## config.mk

```make
export PLATFORM = sky130hd
export DESIGN_NAME = slip_decoder
export DESIGN_NICKNAME = d
export VERILOG_FILES = /design/src/rtl/slip_decoder.sv
export SDC_FILE = /design/constraint.sdc
export NUM_CORES = 1
export LEC_CHECK = 0
export CORE_MARGIN = 2
export CORE_UTILIZATION = 53
export DETAILED_ROUTE_END_ITERATION = 6
export PLACE_DENSITY = 0.76
export SLEW_MARGIN = 20
export SYNTH_ARGS = -nofsm -noshare
export SYNTH_HDL_FRONTEND = slang
export SYNTH_SLANG_ARGS = --single-unit
```

## constraint.sdc

```tcl
create_clock -name clk -period 2.2 [get_ports clk]
set_input_delay 0.44 -clock clk [delete_from_list [all_inputs] [get_ports clk]]
set_output_delay 0.44 -clock clk [all_outputs]
set_load 0.005 [all_outputs]
```

## src/rtl/slip_decoder.sv

```systemverilog
// slip_decoder: SLIP receive-side framing stage.
// Decodes END/ESC-framed byte streams into a byte stream with an end-of-frame
// marker. Frames with escape errors or more than MAX_LEN decoded bytes are
// closed early and the rest is discarded. Empty frames produce nothing.
// A one-byte hold register delays each decoded byte until the next event, so
// out_last is already known when the byte is pushed to the output register.

module slip_decoder #(
  parameter int MAX_LEN = 256
) (
  input  logic       clk,
  input  logic       reset,
  input  logic [7:0] in_data,
  input  logic       in_valid,
  output logic       in_ready,
  output logic [7:0] out_data,
  output logic       out_valid,
  output logic       out_last,
  input  logic       out_ready,
  output logic       frame_error
);

  localparam int LEN_W = $clog2(MAX_LEN + 1);
  localparam logic [LEN_W-1:0] LEN_MAX = LEN_W'(MAX_LEN);
  localparam logic [LEN_W-1:0] LEN_ONE = LEN_W'(32'd1);
  localparam logic [LEN_W-1:0] LEN_ZERO = LEN_W'(32'd0);

  localparam logic [7:0] END_CODE = 8'hC0;
  localparam logic [7:0] ESC_CODE = 8'hDB;
  localparam logic [7:0] ESC_END  = 8'hDC;
  localparam logic [7:0] ESC_ESC  = 8'hDD;

  typedef enum logic [1:0] {
    ST_NORMAL  = 2'd0,
    ST_ESC     = 2'd1,
    ST_DISCARD = 2'd2
  } state_t;

  // Decode the byte that follows an ESC: {valid, decoded byte}.
  // Only 0xDC and 0xDD are legal escape operands.
  function automatic logic [8:0] decode_escape(input logic [7:0] code);
    logic [8:0] result;
    case (code)
      ESC_END: result = {1'b1, END_CODE};
      ESC_ESC: result = {1'b1, ESC_CODE};
      default: result = {1'b0, 8'h00};
    endcase
    return result;
  endfunction

  state_t           state_r;
  state_t           state_nxt_s;
  logic             hold_valid_r;
  logic             hold_valid_nxt_s;
  logic [7:0]       hold_data_r;
  logic [7:0]       hold_data_nxt_s;
  logic [LEN_W-1:0] len_r;
  logic [LEN_W-1:0] len_nxt_s;
  logic [7:0]       out_data_r;
  logic             out_valid_r;
  logic             out_last_r;
  logic             frame_error_r;

  logic             accept_s;
  logic             dec_s;       // a decoded data byte is produced this cycle
  logic [7:0]       dec_byte_s;
  logic             close_s;     // END seen: frame ends
  logic             esc_err_s;   // illegal byte after ESC
  logic             ovf_s;       // decoded byte would exceed MAX_LEN
  logic             error_s;
  logic             flush_s;     // close or error: emit held byte as last
  logic             load_s;      // decoded byte goes into hold
  logic             push_s;
  logic [7:0]       push_data_s;
  logic             push_last_s;
  logic [8:0]       esc_dec_s;

  // A byte can only be taken when the output register can absorb a push now.
  assign in_ready    = !out_valid_r || out_ready;
  assign accept_s    = in_valid && in_ready;
  assign out_data    = out_data_r;
  assign out_valid   = out_valid_r;
  assign out_last    = out_last_r;
  assign frame_error = frame_error_r;

  // Decoder state register.
  always_ff @(posedge clk) begin
    if (reset) begin
      state_r <= ST_NORMAL;
    end else begin
      state_r <= state_nxt_s;
    end
  end

  // Classify the accepted byte and compute the next decoder state.
  always_comb begin
    state_nxt_s = state_r;
    dec_s       = 1'b0;
    dec_byte_s  = 8'h00;
    close_s     = 1'b0;
    esc_err_s   = 1'b0;
    ovf_s       = 1'b0;
    esc_dec_s   = decode_escape(in_data);
    if (accept_s) begin
      case (state_r)
        ST_NORMAL: begin
          if (in_data == ESC_CODE) begin
            state_nxt_s = ST_ESC;
          end else if (in_data == END_CODE) begin
            close_s = 1'b1;
          end else begin
            dec_s      = 1'b1;
            dec_byte_s = in_data;
          end
        end
        ST_ESC: begin
          if (esc_dec_s[8]) begin
            dec_s       = 1'b1;
            dec_byte_s  = esc_dec_s[7:0];
            state_nxt_s = ST_NORMAL;
          end else if (in_data == END_CODE) begin
            // Truncated escape: report it, but END still ends the frame.
            esc_err_s   = 1'b1;
            close_s     = 1'b1;
            state_nxt_s = ST_NORMAL;
          end else begin
            esc_err_s   = 1'b1;
            state_nxt_s = ST_DISCARD;
          end
        end
        ST_DISCARD: begin
          if (in_data == END_CODE) begin
            state_nxt_s = ST_NORMAL;
          end else begin
            state_nxt_s = ST_DISCARD;
          end
        end
        default: begin
          state_nxt_s = ST_NORMAL;
        end
      endcase
      // A byte that would be number MAX_LEN+1 is dropped and kills the frame.
      if (dec_s && (len_r == LEN_MAX)) begin
        ovf_s       = 1'b1;
        state_nxt_s = ST_DISCARD;
      end else begin
        ovf_s = 1'b0;
      end
    end else begin
      state_nxt_s = state_r;
    end
  end

  assign error_s = esc_err_s || ovf_s;
  assign flush_s = close_s || error_s;
  assign load_s  = dec_s && !ovf_s;

  // Hold register, length counter and push generation.
  always_comb begin
    hold_valid_nxt_s = hold_valid_r;
    hold_data_nxt_s  = hold_data_r;
    len_nxt_s        = len_r;
    push_s           = 1'b0;
    push_data_s      = hold_data_r;
    push_last_s      = 1'b0;
    if (flush_s) begin
      // Whatever is held becomes the final byte; empty frames vanish.
      push_s           = hold_valid_r;
      push_last_s      = 1'b1;
      hold_valid_nxt_s = 1'b0;
      len_nxt_s        = LEN_ZERO;
    end else if (load_s) begin
      // A newer byte exists, so the held one is not the last.
      push_s           = hold_valid_r;
      push_last_s      = 1'b0;
      hold_valid_nxt_s = 1'b1;
      hold_data_nxt_s  = dec_byte_s;
      len_nxt_s        = len_r + LEN_ONE;
    end else begin
      push_s = 1'b0;
    end
  end

  // Hold register and length counter state.
  always_ff @(posedge clk) begin
    if (reset) begin
      hold_valid_r <= 1'b0;
      hold_data_r  <= 8'h00;
      len_r        <= LEN_ZERO;
    end else begin
      hold_valid_r <= hold_valid_nxt_s;
      hold_data_r  <= hold_data_nxt_s;
      len_r        <= len_nxt_s;
    end
  end

  // One-entry output register; a push may coincide with a pop without a bubble.
  always_ff @(posedge clk) begin
    if (reset) begin
      out_valid_r <= 1'b0;
      out_data_r  <= 8'h00;
      out_last_r  <= 1'b0;
    end else if (push_s) begin
      out_valid_r <= 1'b1;
      out_data_r  <= push_data_s;
      out_last_r  <= push_last_s;
    end else if (out_ready) begin
      out_valid_r <= 1'b0;
      out_data_r  <= out_data_r;
      out_last_r  <= out_last_r;
    end else begin
      out_valid_r <= out_valid_r;
      out_data_r  <= out_data_r;
      out_last_r  <= out_last_r;
    end
  end

  // Registered single-cycle error pulse.
  always_ff @(posedge clk) begin
    if (reset) begin
      frame_error_r <= 1'b0;
    end else begin
      frame_error_r <= error_s;
    end
  end

endmodule
```

* After elaboration in Yosys (flattened, before gate mapping)
Index checks and enable logic that the tools add are counted.
** Word-level totals
- Word-level logic and storage cells :: 63
- Bits of input ports :: 12
- Bits in latches :: 0
- RAM bits :: 0
- Register bits after elaboration :: 31
- ROM bits :: 0
- Memories :: 0
- Output and inout port bits :: 12
** Cells by class
- Shifts and indexed selects :: 0
- $mul :: 0
- Magnitude comparators :: 0
- Div/mod/pow operators :: 0
- Mux-type cells :: 32
- Bitwise gates (word level) :: 1
- Add/sub/neg operators :: 1
- Equality and inequality tests :: 8
- Reduce and logical (&&, ||, !) cells :: 13
** Operator list (count)
- == test 8 bit, second input constant :: 4
- 2-to-1 mux 8 bit :: 4
- 2-to-1 mux 1 bit :: 19
- one-hot mux 9 bit (2 select lines) :: 1
- one-hot mux 8 bit (2 select lines) :: 1
- adder 9 x 1 -> 9 bit, second input constant :: 1
- == test 9 bit, second input constant :: 1
- 2-to-1 mux 2 bit :: 4
- one-hot mux 2 bit (3 select lines) :: 1
- one-hot mux 1 bit (2 select lines) :: 2
- AND reduction 2 bit :: 2
- logical AND 1 bit :: 3
- logical OR 1 bit :: 3
- inequality test 3 bit, second input constant :: 1
- == test 2 x 1 -> 1 bit, second input constant :: 1
- == test 2 bit, second input constant :: 1
- zero test 1 bit :: 2
- zero test 2 bit :: 1
- nonzero test 2 bit :: 1
- OR reduction 2 bit :: 1
- NOT 1 bit :: 1

* Longest topological paths before layout
Gate-level depths: netlist (run 1).
- Depth after elaboration :: 13
- Mapped depth :: 8
- Gate-level depth less buffers :: 7

* Least setup slack after synthesis (run 1)
No wires, ideal clock.
- Path type :: in2reg
- From :: input in_data[0]
- To :: register hold_valid_r
- Data arrival time :: 1770 ps
- Slack :: 313 ps
- Path buffers :: 1
- Cell stages on the path :: 6
- Cell sequence :: or4_4 -> or3_4 -> o211ai_1 -> a21o_1 -> buf_4 -> nor2_1
** Between the ends
- Cells in the longest elaborated chain, start to end :: 11
- Elaborated cells between the ends (all ways) :: 27
** Ends and longest elaborated chain
- start, declared :: line 13 : input logic [7:0] in_data,
- == test 8 bit, on equally long branches :: line 43, 109, 121
- one-hot mux 9 bit (2 select lines) or 2-to-1 mux 1 bit (tied branches) :: line 43, 109
- 2-to-1 mux 1 bit, on equally long branches :: line 117, 107
- one-hot mux 1 bit (2 select lines) :: line 105 : case (state_r)
- 2-to-1 mux 1 bit :: line 104 : if (accept_s) begin
- logical AND 1 bit :: line 143 : if (dec_s && (len_r == LEN_MAX)) begin
- 2-to-1 mux 1 bit :: line 143
- 2-to-1 mux 1 bit :: line 104
- logical OR 1 bit :: line 154 : assign error_s = esc_err_s || ovf_s;
- logical OR 1 bit :: line 155 : assign flush_s = close_s || error_s;
- OR reduction 2 bit (no line)
- end signal, assigned :: line 191 : hold_valid_r <= hold_valid_nxt_s;
- end, declared :: line 53 : logic hold_valid_r;
Several ways; a longest one is shown, not always the timed one. The select of a mux whose other input is x is not followed.
A chain may end at the register's enable or synchronous reset.

* Worst setup path in the final report (run 1)
- From :: input in_data[4]
- To :: register hold_data_r[7]
** Between the ends
- Cells in the longest elaborated chain, start to end :: 12
- Elaborated cells between the ends (all ways) :: 33
** Ends and longest elaborated chain
- == test 8 bit, on equally long branches :: line 43, 109, 121
- one-hot mux 9 bit (2 select lines) or 2-to-1 mux 1 bit (tied branches) :: line 43, 109
- 2-to-1 mux 1 bit, on equally long branches :: line 117, 107
- one-hot mux 1 bit (2 select lines) :: line 105
- 2-to-1 mux 1 bit :: line 104
- logical AND 1 bit :: line 143
- 2-to-1 mux 1 bit :: line 143
- 2-to-1 mux 1 bit :: line 104
- logical OR 1 bit :: line 154
- logical OR 1 bit :: line 155
- NOT 1 bit (no line)
- AND reduction 2 bit (no line)
- end signal, assigned :: line 192 : hold_data_r <= hold_data_nxt_s;
- end, declared :: line 55 : logic [7:0] hold_data_r;
Several ways; a longest one is shown, not always the timed one. The select of a mux whose other input is x is not followed.

==> results by group, run 1 <==
Place
  • I/O Buffers: 23
  • DP HPWL: around 2900 um
  • Routability Congestion: 0.939
  • Placed cell areas: around 0.0020 sq mm

Power and ir drop
  • Peak supply drop: between 500 and 600 uV
  • Seq pwr share: between 40% and 50%
  • Switching share of power: roughly 24%
  • Pint: 0.000935 W
  • Logic gate share of total power: 13.7%
  • Power density over the cells: about 600 mW/mm^2
  • Switch Pwr: 0.000301 W
  • Clock group share of total power: 38.8%
  • Tot Pwr: approximately 0.0012 W
  • Leakage power total: 0.763 nW

Timing
  • Final Hold Vio Count: 0
  • Clk_skew: 0.00775 ns
  • Period Utilization, post-route: 97.5%
  • Slew Limit Fails: 0
  • Worst slew pin tran: 0.398 ns
  • Unrepaired setup endpoints after global routing: true
  • Final setup fails: 0
  • Slew margin rel.: between 70% and 80%
  • Min Tclk post-route: 2.14 ns
  • Max Fclk: 466 MHz

Floorplan
  • Initial Utilization: 56.4%
  • Row cnt: 19
  • Die X: a little under 60 um
  • I/O pin count: 24
  • Die Y: 58.4 um
  • Core footprint: 0.00278 sq mm
  • Die Footprint: 0.00341 sq mm

Final layout
  • Commonest non-fill, non-tap cell in the layout: dfxtp_1
  • Layout cells sized above 1: 25.0%
  • NumNets Final: roughly 230
  • Syn-to-layout area delta: 34.7%
  • # diodes: 0
  • Final Cell Area: 0.00211 sq mm
  • Most frequent cells in the layout: dfxtp_1, buf_4, clkdlybuf4s50_1
  • Fill count: 202

Synthesis
  • Post-synth cell types: 43
  • Mapped Nets: 184
  • Async set-reset flop share out of synthesis: 0%
  • Largest family of logic cells by synthesized area: simple AND/OR/NAND/NOR gates
  • Post-Synth Adder-Cell Area: 1.60%
  • Syn Area/Cell: 9.22 sq um
  • Multiplexer share of the synthesized area: 5.11%
  • Yosys warnings: 0
  • Synth Area in Compound Gates: 21.5%
  • Mapped Cells: 170
  • Post-synthesis register bit count: 31
  • Syn Std Cell Area: 0.00157 sq mm
  • Post-synth EDFFs: 0
  • Xor-xnor portion of the synthesized cell area: 0%
  • Synth Flop Type: dfxtp_1
  • Simple-Gate Fraction of Synth Area: 26.1%
  • Sequential area share after synthesis: slightly below 40%

Clock tree
  • Clock Tree Root: clkbuf_4
  • CTS tree: yes
  • CTS buffer count: 5
  • CTS max path bufs: 2
  • Clock transition at path regs: 0.10 ns
  • Clk sinks: 31
  • H-tree levels: 2
  • Worst-Skew Late Latency: 0.34 ns

Global route
  • Initial antenna violation count: 0
  • First-pass GRT wire length: ~6700 um
  • Vias in the first global route: roughly 1400
  • GRT Overall Usage: 25.8%
  • Grt ovf: 0
  • Largest net degree at the start of global routing: 19

Worst setup path
  • Reg2reg end: len_r[7]
  • Cell Chain, Critical Path: clkdlybuf4s50_1 > or4_4 > or3_4 > nand4_4 > buf_6 > o21ai_0 > a21oi_1
  • Required @ worst endpoint: 2.47 ns
  • CP Launch Type: input pin
  • R2R depth: 4
  • CP Class: in -> reg
  • Crit end category: register
  • Critical-path top delay cell: or4_4
  • Reg2reg start: state_r[0]
  • Slowest stage delay, CP: 0.54 ns
  • Max FO, Critical Path: 16
  • Crit path DAT: 2.41 ns
  • Reg-to-reg slack, setup: 0.40 ns

Min path
  • Hold depth: 2
  • Hold Crit Start: hold_data_r[0]
  • Hold EP: hold_data_r[0]
  • Hold WC Path Type: reg -> reg

Run
  • Max cap viols: 0

Routing
  • Routed vias/inst: 6.00
  • ANT nets after route: 0
  • Routed WL: 3970 um
  • DRC: 0
  • Wire length per cell: 15.8 um
  • DR pass1 iterations: 4
  • 1st-iter DRT viols: 53
  • Routed via count: 1505

Run status
  • Status: complete, no violations
-- state kept, by name, summed over array words and instances (netlist names) --
| name | flops |
|---|---|
| out_valid | 1 |
| out_data | 8 |
| state_r | 2 |
| hold_valid_r | 1 |
| len_r | 9 |
| out_last | 1 |
| frame_error | 1 |
| hold_data_r | 8 |
-- routing by layer --
layer / part of all wire [%] / vias up / GRT usage [%] / wire (um)
met1: 45 / 731 / 33.3 / 1800
met2: 50 / 30 / 40.9 / 1980
li1: - / 734 / - / -
met3: 2.6 / 10 / 6.59 / 103
met5: 0 / - / 0 / 0
met4: 2.2 / 0 / 11.0 / 87
-- stage by stage --
| stage | setup TNS [ns] | instances | setup slack (ns) | hold WS [ns] | utilization (%) |
|---|---|---|---|---|---|
| after detailed placement | -6.25 | 240 | -0.322 | 0.476 | 71.7 |
| after global routing | -0.0639 | 251 | -0.0321 | 0.517 | 75.9 |
| after global placement | -4.37 | 240 | -0.217 | 0.465 | 71.7 |
| after floorplan | 0 | 170 | 0.313 | 0.434 | - |
| after CTS | 0 | 248 | 0.0420 | 0.490 | 74.9 |
| final | 0 | 251 | 0.0557 | 0.490 | 75.9 |
-- kinds of logic (layout without fill, tap and decap cells) --
group / Yosys count / in the layout
mux: 8 / 8
compound gates: 50 / 50
simple gates: 61 / 61
fa+ha+maj: 2 / 2
buf+inv: 18 / 68
flops: 31 / 31
-- area by class of cell --
| class | instances | area (sq um) | share of cell area (%) |
|---|---|---|---|
| flip-flops and latches | 31 | 621 | 29.4 |
| clock buffers | 6 | 51.3 | 2.43 |
| well taps | 31 | 38.8 | 1.84 |
| inverters | 7 | 26.3 | 1.24 |
| clock inverters | 2 | 35.0 | 1.66 |
| multi-input cells | 121 | 856 | 40.5 |
| repair buffers | 53 | 484 | 22.9 |
-- critical path, delay by kind of cell --
kind | cells | cell delay, ns
simple gates | 3 | 1.12
buf+inv | 2 | 0.61
compound gates | 2 | 0.24
-- cells in the mapped netlist (2+ instances only) --
library cell   n  share of area, %
a21oi_1       14               4.5
a21oi_2        9               5.0
a311oi_1       2               1.1
and3b_1        2               1.1
and4b_1        2               1.3
buf_2          3              0.96
clkbuf_1       4              0.96
dfxtp_1       31                40
ha_1           2               1.6
inv_1          7               1.7
mux2i_1        8               5.1
nand2_1        5               1.2
nand3_1        6               1.9
nand3b_1       2              0.96
nand4_1        6               2.4
nor2_1        14               3.4
nor3_1         2              0.64
nor4_1         2              0.80
o21ai_0        6               1.9
o21ai_1        6               1.9
o31ai_1        7               3.4
or3_1          4               1.6
or4_1          6               2.9
-- worst max-delay path by stage --
stage                    start             end  slack, ns  cells after the start
global route        in_data[4]  hold_data_r[7]      -0.03                      7
floorplan           in_data[0]    hold_valid_r       0.31                      6
global placement    in_data[2]        len_r[5]      -0.22                      6
detailed placement  in_data[4]  hold_data_r[7]      -0.32                      7
CTS                 in_data[2]  hold_data_r[7]       0.04                      7
finish              in_data[4]  hold_data_r[7]       0.06                      7
-- timing repair --
action                                  CTS  global route
hold endpoints to repair                  0             0
endpoints found under the setup margin    0             7
hold buffers                              0             0
gates resized for setup                   0             2
setup buffers                             0             3
-- power by group through the flow --
stage	Clock, W	Sequential (W)	Combinational, W
2_1_floorplan	0	0.000598	0.0000831
3_3_place_gp	0	0.000600	0.000154
3_5_place_dp	0	0.000601	0.000160
4_1_cts	0.000487	0.000588	0.000161
5_1_grt	0.000501	0.000590	0.000184
6_report	0.000479	0.000588	0.000169
Note: power is estimated with default switching activity, not from simulation.
==> run 2: changes to the inputs <==
--- a/config.mk
+++ b/config.mk
@@ -5,10 +5,12 @@
 export SDC_FILE = /design/constraint.sdc
 export NUM_CORES = 1
 export LEC_CHECK = 0
+export CORE_ASPECT_RATIO = 0.6
 export CORE_MARGIN = 2
 export CORE_UTILIZATION = 53
 export DETAILED_ROUTE_END_ITERATION = 6
-export PLACE_DENSITY = 0.76
+export DONT_BUFFER_PORTS = 1
+export PLACE_DENSITY = 0.65
 export SLEW_MARGIN = 20
 export SYNTH_ARGS = -nofsm -noshare
 export SYNTH_HDL_FRONTEND = slang
==> results by group, run 2 (synthesis results as in run 1) <==
Run status
  • Status: complete, no violations

Final layout
  • Largest reg by FF count: len_r
  • Post-route insts no fill: 215 (-14%)
  • Layout cells sized above 1: 17.3% (-7.7 points)
  • Commonest non-fill, non-tap cell in the layout: dfxtp_1
  • Final Core Density: 60.9% (-15 points)
  • Most frequent cells in the layout: dfxtp_1, nor2_1, a21oi_1
  • NumNets Final: 186 (-20%)
  • # diodes: 0 (unchanged)
  • Largest register FFs: 9 (unchanged)
  • Fill count: 238 (+18%)
  • Syn-to-layout area delta: 10.1%

Power and ir drop
  • Peak supply drop: 440 uV (-13%)
  • Power density over the cells: 729 mW/mm^2 (+25%)
  • Tot Pwr: 0.00126 W (+1.9%)
  • Leakage power total: 0.573 nW (-25%)

Timing
  • Unrepaired setup endpoints after global routing: false
  • Period Utilization, post-route: 89.2% (-8.2 points)
  • TNS Setup: 0 ns (unchanged)
  • Max Fclk: 509 MHz (+9.2%)
  • Final Hold Vio Count: 0 (unchanged)
  • Min Tclk post-route: 1.96 ns (-0.181 ns)
  • Slew Limit Fails: 0 (unchanged)
  • Worst slew pin tran: 0.546 ns (+0.148 ns)
  • Final setup fails: 0 (unchanged)
  • Slew margin rel.: 63.3% (-9.9 points)
  • Clk_skew: 0.00251 ns (-0.00523 ns)
  • Hold WS: 0.211 ns (-0.279 ns)

Clock tree
  • Worst-Skew Late Latency: 0.28 ns (-0.06 ns)
  • CTS buffer count: 5 (unchanged)
  • Clk sinks: 31 (unchanged)
  • H-tree levels: 2 (unchanged)
  • Clock transition at path regs: 0.07 ns (-0.03 ns)
  • CTS resizes: 0 (unchanged)
  • Post-CTS Hold Buffers: 0 (unchanged)
  • Clock Tree Root: clkbuf_8
  • CTS max path bufs: 2 (unchanged)
  • # Post-CTS Setup Buffers: 0 (unchanged)
  • CTS tree: yes

Worst setup path
  • CP Launch Type: register
  • CP Class: reg -> reg
  • Cell Chain, Critical Path: nand4b_1 > nand4_4 > or4_1 > a21oi_2
  • Crit path DAT: 2.18 ns (-0.23 ns)
  • Slowest stage delay, CP: 0.61 ns (+0.07 ns)
  • Critical-path top delay cell: or4_1
  • Required @ worst endpoint: 2.42 ns (-0.05 ns)
  • Max FO, Critical Path: 26 (+10)
  • Crit end category: register

Global route
  • Vias in the first global route: 1251 (-11%)
  • Largest net degree at the start of global routing: 27 (+8)
  • Met2 GRT Util: 35.4% (-5.6 points)
  • GRT Overall Usage: 24.1% (-1.7 points)
  • First-pass GRT wire length: 6110 um (-8.3%)
  • Initial antenna violation count: 0 (unchanged)
  • M1 GR Usage: 33.7% (+0.40 points)
  • Grt ovf: 0 (unchanged)
  • GR peak layer: met2
  • GR Util met3: 8.10% (+1.5 points)

Place
  • Dpl cells: 207 (-14%)
  • Routability Congestion: 0.835 (-11%)
  • I/O Buffers: 0 (-100%)
  • DP HPWL: 2520 um (-13%)

Routing
  • ANT nets after route: 0 (unchanged)
  • DRC: 0 (unchanged)
  • DR pass1 iterations: 4 (unchanged)
  • Routed vias/inst: 6.10 (+1.8%)
  • 1st-iter DRT viols: 134 (+150%)
  • Routed WL: 3550 um (-10%)
  • Wire length per cell: 16.5 um (+4.6%)
  • Routed via count: 1312 (-13%)

Floorplan
  • Core footprint: 0.00283 sq mm (+1.9%)
  • Initial Utilization: 55.3% (-1.0 points)
  • Die Y: 46.1 um (-21%)
  • Die Footprint: 0.00342 sq mm (+0.43%)
  • Row cnt: 15 (-4)
  • I/O pin count: 24 (unchanged)
  • Die X: 74.2 um (+27%)

Run
  • Max cap viols: 0 (unchanged)

Min path
  • Hold WC Path Type: in -> reg
run 2: changes by cell type in the layout (fill, tap and decap cells not counted), sizes merged:
cell           before  now
buf                30    6
clkdlybuf4s50      23    0
run 2: metal layers:
metal	up-vias	wire length (um)
li1	637	-
met1	620	1750
met2	51	1460
met3	4	314
met4	0	34
met5	-	0
run 2: metrics by stage:
stage | cell area (sq um) | setup WS (ns)
3_3_place_gp | 1610 | 0.142
5_1_grt | 1730 | 0.122
2_1_floorplan | 1570 | 0.313
3_5_place_dp | 1610 | 0.0946
6_report | 1730 | 0.237
4_1_cts | 1730 | 0.259
run 2: where the power goes:
part,switching [W],internal [W]
sequential,0.0000113,0.000578
combinational,0.0000519,0.0000398
clock,0.000212,0.000366
run 2: layout make-up:
cell class / instances / area (sq um) / area share (%)
Clock buffer: 6 / 82.6 / 4.78
Clock inverter: 2 / 35.0 / 2.03
Inverter: 7 / 26.3 / 1.52
Multi-Input combinational cell: 121 / 852 / 49.3
Sequential cell: 31 / 621 / 35.9
Tap cell: 42 / 52.6 / 3.04
Timing Repair Buffer: 6 / 57.6 / 3.33
run 2: worst paths after layout:
| path | start | endpoint | slack, ns | cells after the start |
|---|---|---|---|---|
| setup reg to reg | state_r[0] | len_r[7] | 0.24 | 4 |
| hold reg to reg | hold_data_r[5] | hold_data_r[5] | 0.47 | 2 |
| hold / removal | reset | hold_data_r[1] | 0.21 | 1 |
| setup / recovery | state_r[0] | len_r[7] | 0.24 | 4 |
run 2: worst max-delay path: cells and delay by family, from the launching register on:
family,cells,cell delay (ns)
compound gates,1,0.14
flops,1,0.54
simple gates,3,1.21
==> run 3: changes to the inputs <==
--- a/config.mk
+++ b/config.mk
@@ -5,6 +5,7 @@
 export SDC_FILE = /design/constraint.sdc
 export NUM_CORES = 1
 export LEC_CHECK = 0
+export ABC_AREA = 1
 export CORE_ASPECT_RATIO = 0.6
 export CORE_MARGIN = 2
 export CORE_UTILIZATION = 53
==> results by group, run 3 <==
Global route
  • Initial antenna violation count: 0 (unchanged)
  • GRT Overall Usage: 21.4% (-2.7 points)
  • Largest net degree at the start of global routing: 20 (-26%)
  • Grt ovf: 0 (unchanged)
  • First-pass GRT wire length: 5590 um (-8.5%)
  • Vias in the first global route: 1223 (-2.2%)

Place
  • Routability Congestion: 0.907 (+8.7%)
  • I/O Buffers: 0 (unchanged)
  • DP HPWL: 2570 um (+2.0%)

Timing
  • Max Fclk: 559 MHz (+9.8%)
  • Clk_skew: 0.00976 ns (+0.00725 ns)
  • Worst slew pin tran: 0.350 ns (-0.196 ns)
  • Unrepaired setup endpoints after global routing: false
  • Slew Limit Fails: 0 (unchanged)
  • TNS Setup: 0 ns (unchanged)
  • Slew margin rel.: 76.6% (+13 points)
  • Period Utilization, post-route: 81.3% (-8.0 points)
  • Final Hold Vio Count: 0 (unchanged)
  • Min Tclk post-route: 1.79 ns (-0.176 ns)
  • Final setup fails: 0 (unchanged)

Worst setup path
  • Cell Chain, Critical Path: inv_1 > ha_1 > nand3_1 > nor2_1 > nor2_1 > nand3_4 > nand4_4 > a21oi_2 > nor2_2
  • R2R depth: 9 (+5)
  • Most used cell, CP: nor2_1
  • Slowest stage delay, CP: 0.34 ns (-0.27 ns)
  • Reg-to-reg slack, setup: 0.41 ns (+0.18 ns)
  • Required @ worst endpoint: 2.37 ns (-0.05 ns)
  • CP Launch Type: register
  • Crit path DAT: 1.96 ns (-0.22 ns)
  • Reg2reg start: len_r[0]
  • Critical-path top delay cell: dfxtp_1
  • CP Class: reg -> reg
  • Max FO, Critical Path: 17 (-35%)
  • Crit end category: register
  • Reg2reg end: out_data[1]

Min path
  • Hold depth: 1 (unchanged)
  • Hold Crit Start: reset
  • Hold WC Path Type: in -> reg
  • Hold EP: out_last

Synthesis
  • Yosys top cell area share: 38.4% (-1.2 points)
  • Most frequent cell after synthesis: nand2_1
  • Syn Area/Cell: 7.60 sq um (-18%)
  • Post-Synth Adder-Cell Area: 1.55% (-0.049 points)
  • Cell taking the most area after synthesis: dfxtp_1
  • Synth Flop Type: dfxtp_1
  • Yosys warnings: 0 (unchanged)
  • Largest family of logic cells by synthesized area: simple AND/OR/NAND/NOR gates
  • Sequential area share after synthesis: 38.4% (-1.2 points)
  • Xor-xnor portion of the synthesized cell area: 2.71% (+2.7 points)
  • Post-synth top cells: nand2_1, dfxtp_1, nor2_1, inv_1, nand3_1
  • Post-synth cell types: 30 (-30%)
  • Syn Std Cell Area: 0.00162 sq mm (+3.2%)
  • Synth Area in Compound Gates: 15.6% (-5.9 points)
  • Multiplexer share of the synthesized area: 0% (-5.1 points)
  • Post-synth EDFFs: 0 (unchanged)
  • Mapped Cells: 213 (+25%)
  • Post-synthesis register bit count: 31 (unchanged)
  • Mapped Nets: 227 (+23%)
  • Simple-Gate Fraction of Synth Area: 33.3% (+7.2 points)
  • Most area-consuming cells after synthesis: dfxtp_1, nand2_1, a21oi_2
  • Async set-reset flop share out of synthesis: 0% (unchanged)

Final layout
  • NumNets Final: 230 (+24%)
  • Layout cells sized above 1: 21.2% (+3.9 points)
  • Final Core Density: 61.2% (+0.24 points)
  • Largest register FFs: 9 (unchanged)
  • Most frequent cells in the layout: nand2_1, dfxtp_1, nor2_1
  • Largest reg by FF count: len_r
  • Syn-to-layout area delta: 9.28%
  • Fill count: 288 (+21%)
  • Commonest non-fill, non-tap cell in the layout: nand2_1
  • # diodes: 0 (unchanged)

Floorplan
  • Die X: 75.3 um (+1.5%)
  • I/O pin count: 24 (unchanged)
  • Row cnt: 15 (unchanged)
  • Core footprint: 0.00289 sq mm (+2.0%)
  • Die Footprint: 0.00352 sq mm (+3.0%)
  • Die Y: 46.8 um (+1.4%)
  • Initial Utilization: 56.0% (+0.65 points)

Clock tree
  • CTS tree: yes
  • CTS resizes: 0 (unchanged)
  • Clk sinks: 31 (unchanged)
  • CTS max path bufs: 2 (unchanged)
  • Clock Tree Root: clkbuf_8
  • Worst-Skew Late Latency: 0.28 ns (about the same)
  • Clock transition at path regs: 0.07 ns (about the same)
  • CTS buffer count: 5 (unchanged)
  • H-tree levels: 2 (unchanged)
  • # Post-CTS Setup Buffers: 0 (unchanged)
  • Post-CTS Hold Buffers: 0 (unchanged)

Run
  • Max cap viols: 0 (unchanged)

Power and ir drop
  • Leakage power total: 0.708 nW (+24%)
  • Peak supply drop: 396 uV (-9.9%)
  • Power density over the cells: 746 mW/mm^2 (+2.3%)

Routing
  • Routed vias/inst: 5.19 (-15%)
  • Wire length per cell: 13.0 um (-22%)
  • Routed WL: 3360 um (-5.5%)
  • DR pass1 iterations: 4 (unchanged)
  • DRC: 0 (unchanged)
  • 1st-iter DRT viols: 76 (-43%)
  • Routed via count: 1345 (+2.5%)
  • ANT nets after route: 0 (unchanged)

Run status
  • Status: complete, no violations
-- run 3: cell types whose count changed after synthesis, sizes merged, moves of 4 or more --
cell	change
inv	+19
or4	-7
o21ai	-9
xor2	+4
nand3	+20
a211oi	+6
o31ai	-8
or3	-5
nor2	+18
mux2i	-8
nand2	+33
clkbuf	-4
-- run 3: worst max-delay path by stage --
stage | start | to | slack (ns) | cells after the start
floorplan | in_data[5] | out_data[1] | 0.56 | 11
CTS | len_r[0] | out_data[1] | 0.40 | 9
detailed placement | in_data[5] | out_data[1] | 0.35 | 10
global placement | in_data[5] | out_data[1] | 0.37 | 10
finish | len_r[0] | out_data[1] | 0.41 | 9
global route | len_r[0] | out_data[3] | 0.21 | 10
-- run 3: metrics by stage --
| stage | area, sq um | instances | hold WS, ns | worst slack, ns | power (W) |
|---|---|---|---|---|---|
| 6_report | 1770 | 259 | 0.221 | 0.412 | 0.00132 |
| 5_1_grt | 1770 | 259 | 0.206 | 0.214 | 0.00137 |
| 4_1_cts | 1770 | 259 | 0.212 | 0.399 | 0.00133 |
| 3_5_place_dp | 1650 | 251 | 0.452 | 0.353 | 0.000748 |
| 3_3_place_gp | 1650 | 251 | 0.444 | 0.371 | 0.000743 |
| 2_1_floorplan | 1620 | 213 | 0.432 | 0.561 | 0.000727 |
-- run 3: metal layers --
| metal | GRT usage [%] | up-vias | share of wire, % |
|---|---|---|---|
| met3 | 8.37 | 2 | 8.9 |
| met2 | 29.0 | 45 | 37 |
| met4 | 4.21 | 0 | 0.42 |
| li1 | - | 708 | - |
| met1 | 32.1 | 590 | 53 |
| met5 | 0 | - | 0 |
-- run 3: cells by family (layout without fill, tap and decap cells) --
family	count (synthesis)	count (layout)
buf+inv	33	37
compound gates	37	37
simple gates	105	105
fa+ha+maj	2	2
flops	31	31
xor+xnor	5	5
-- run 3: final cells by class --
type | count | area (sq um) | area share (%)
flip-flops and latches | 31 | 621 | 35.1
inverters | 27 | 101 | 5.73
clock buffers | 6 | 82.6 | 4.67
multi-input cells | 149 | 861 | 48.7
well taps | 42 | 52.6 | 2.97
clock inverters | 2 | 35.0 | 1.98
repair buffers | 2 | 15.0 | 0.849
-- run 3: power breakdown --
part           leakage [nW]  switching [W]  internal, W  total (W)
Combinational         0.393      0.0000859    0.0000467   0.000133
Sequential            0.253      0.0000164     0.000587   0.000604
Clock                0.0612       0.000216     0.000366   0.000583
Total                 0.708       0.000319      0.00100    0.00132
-- run 3: worst max-delay path: cells and delay by family, from the launching register on --
family          cells  cell delay (ns)
compound gates      1             0.24
simple gates        6             0.88
buf+inv             1             0.08
flops               1             0.34
fa+ha+maj           1             0.15
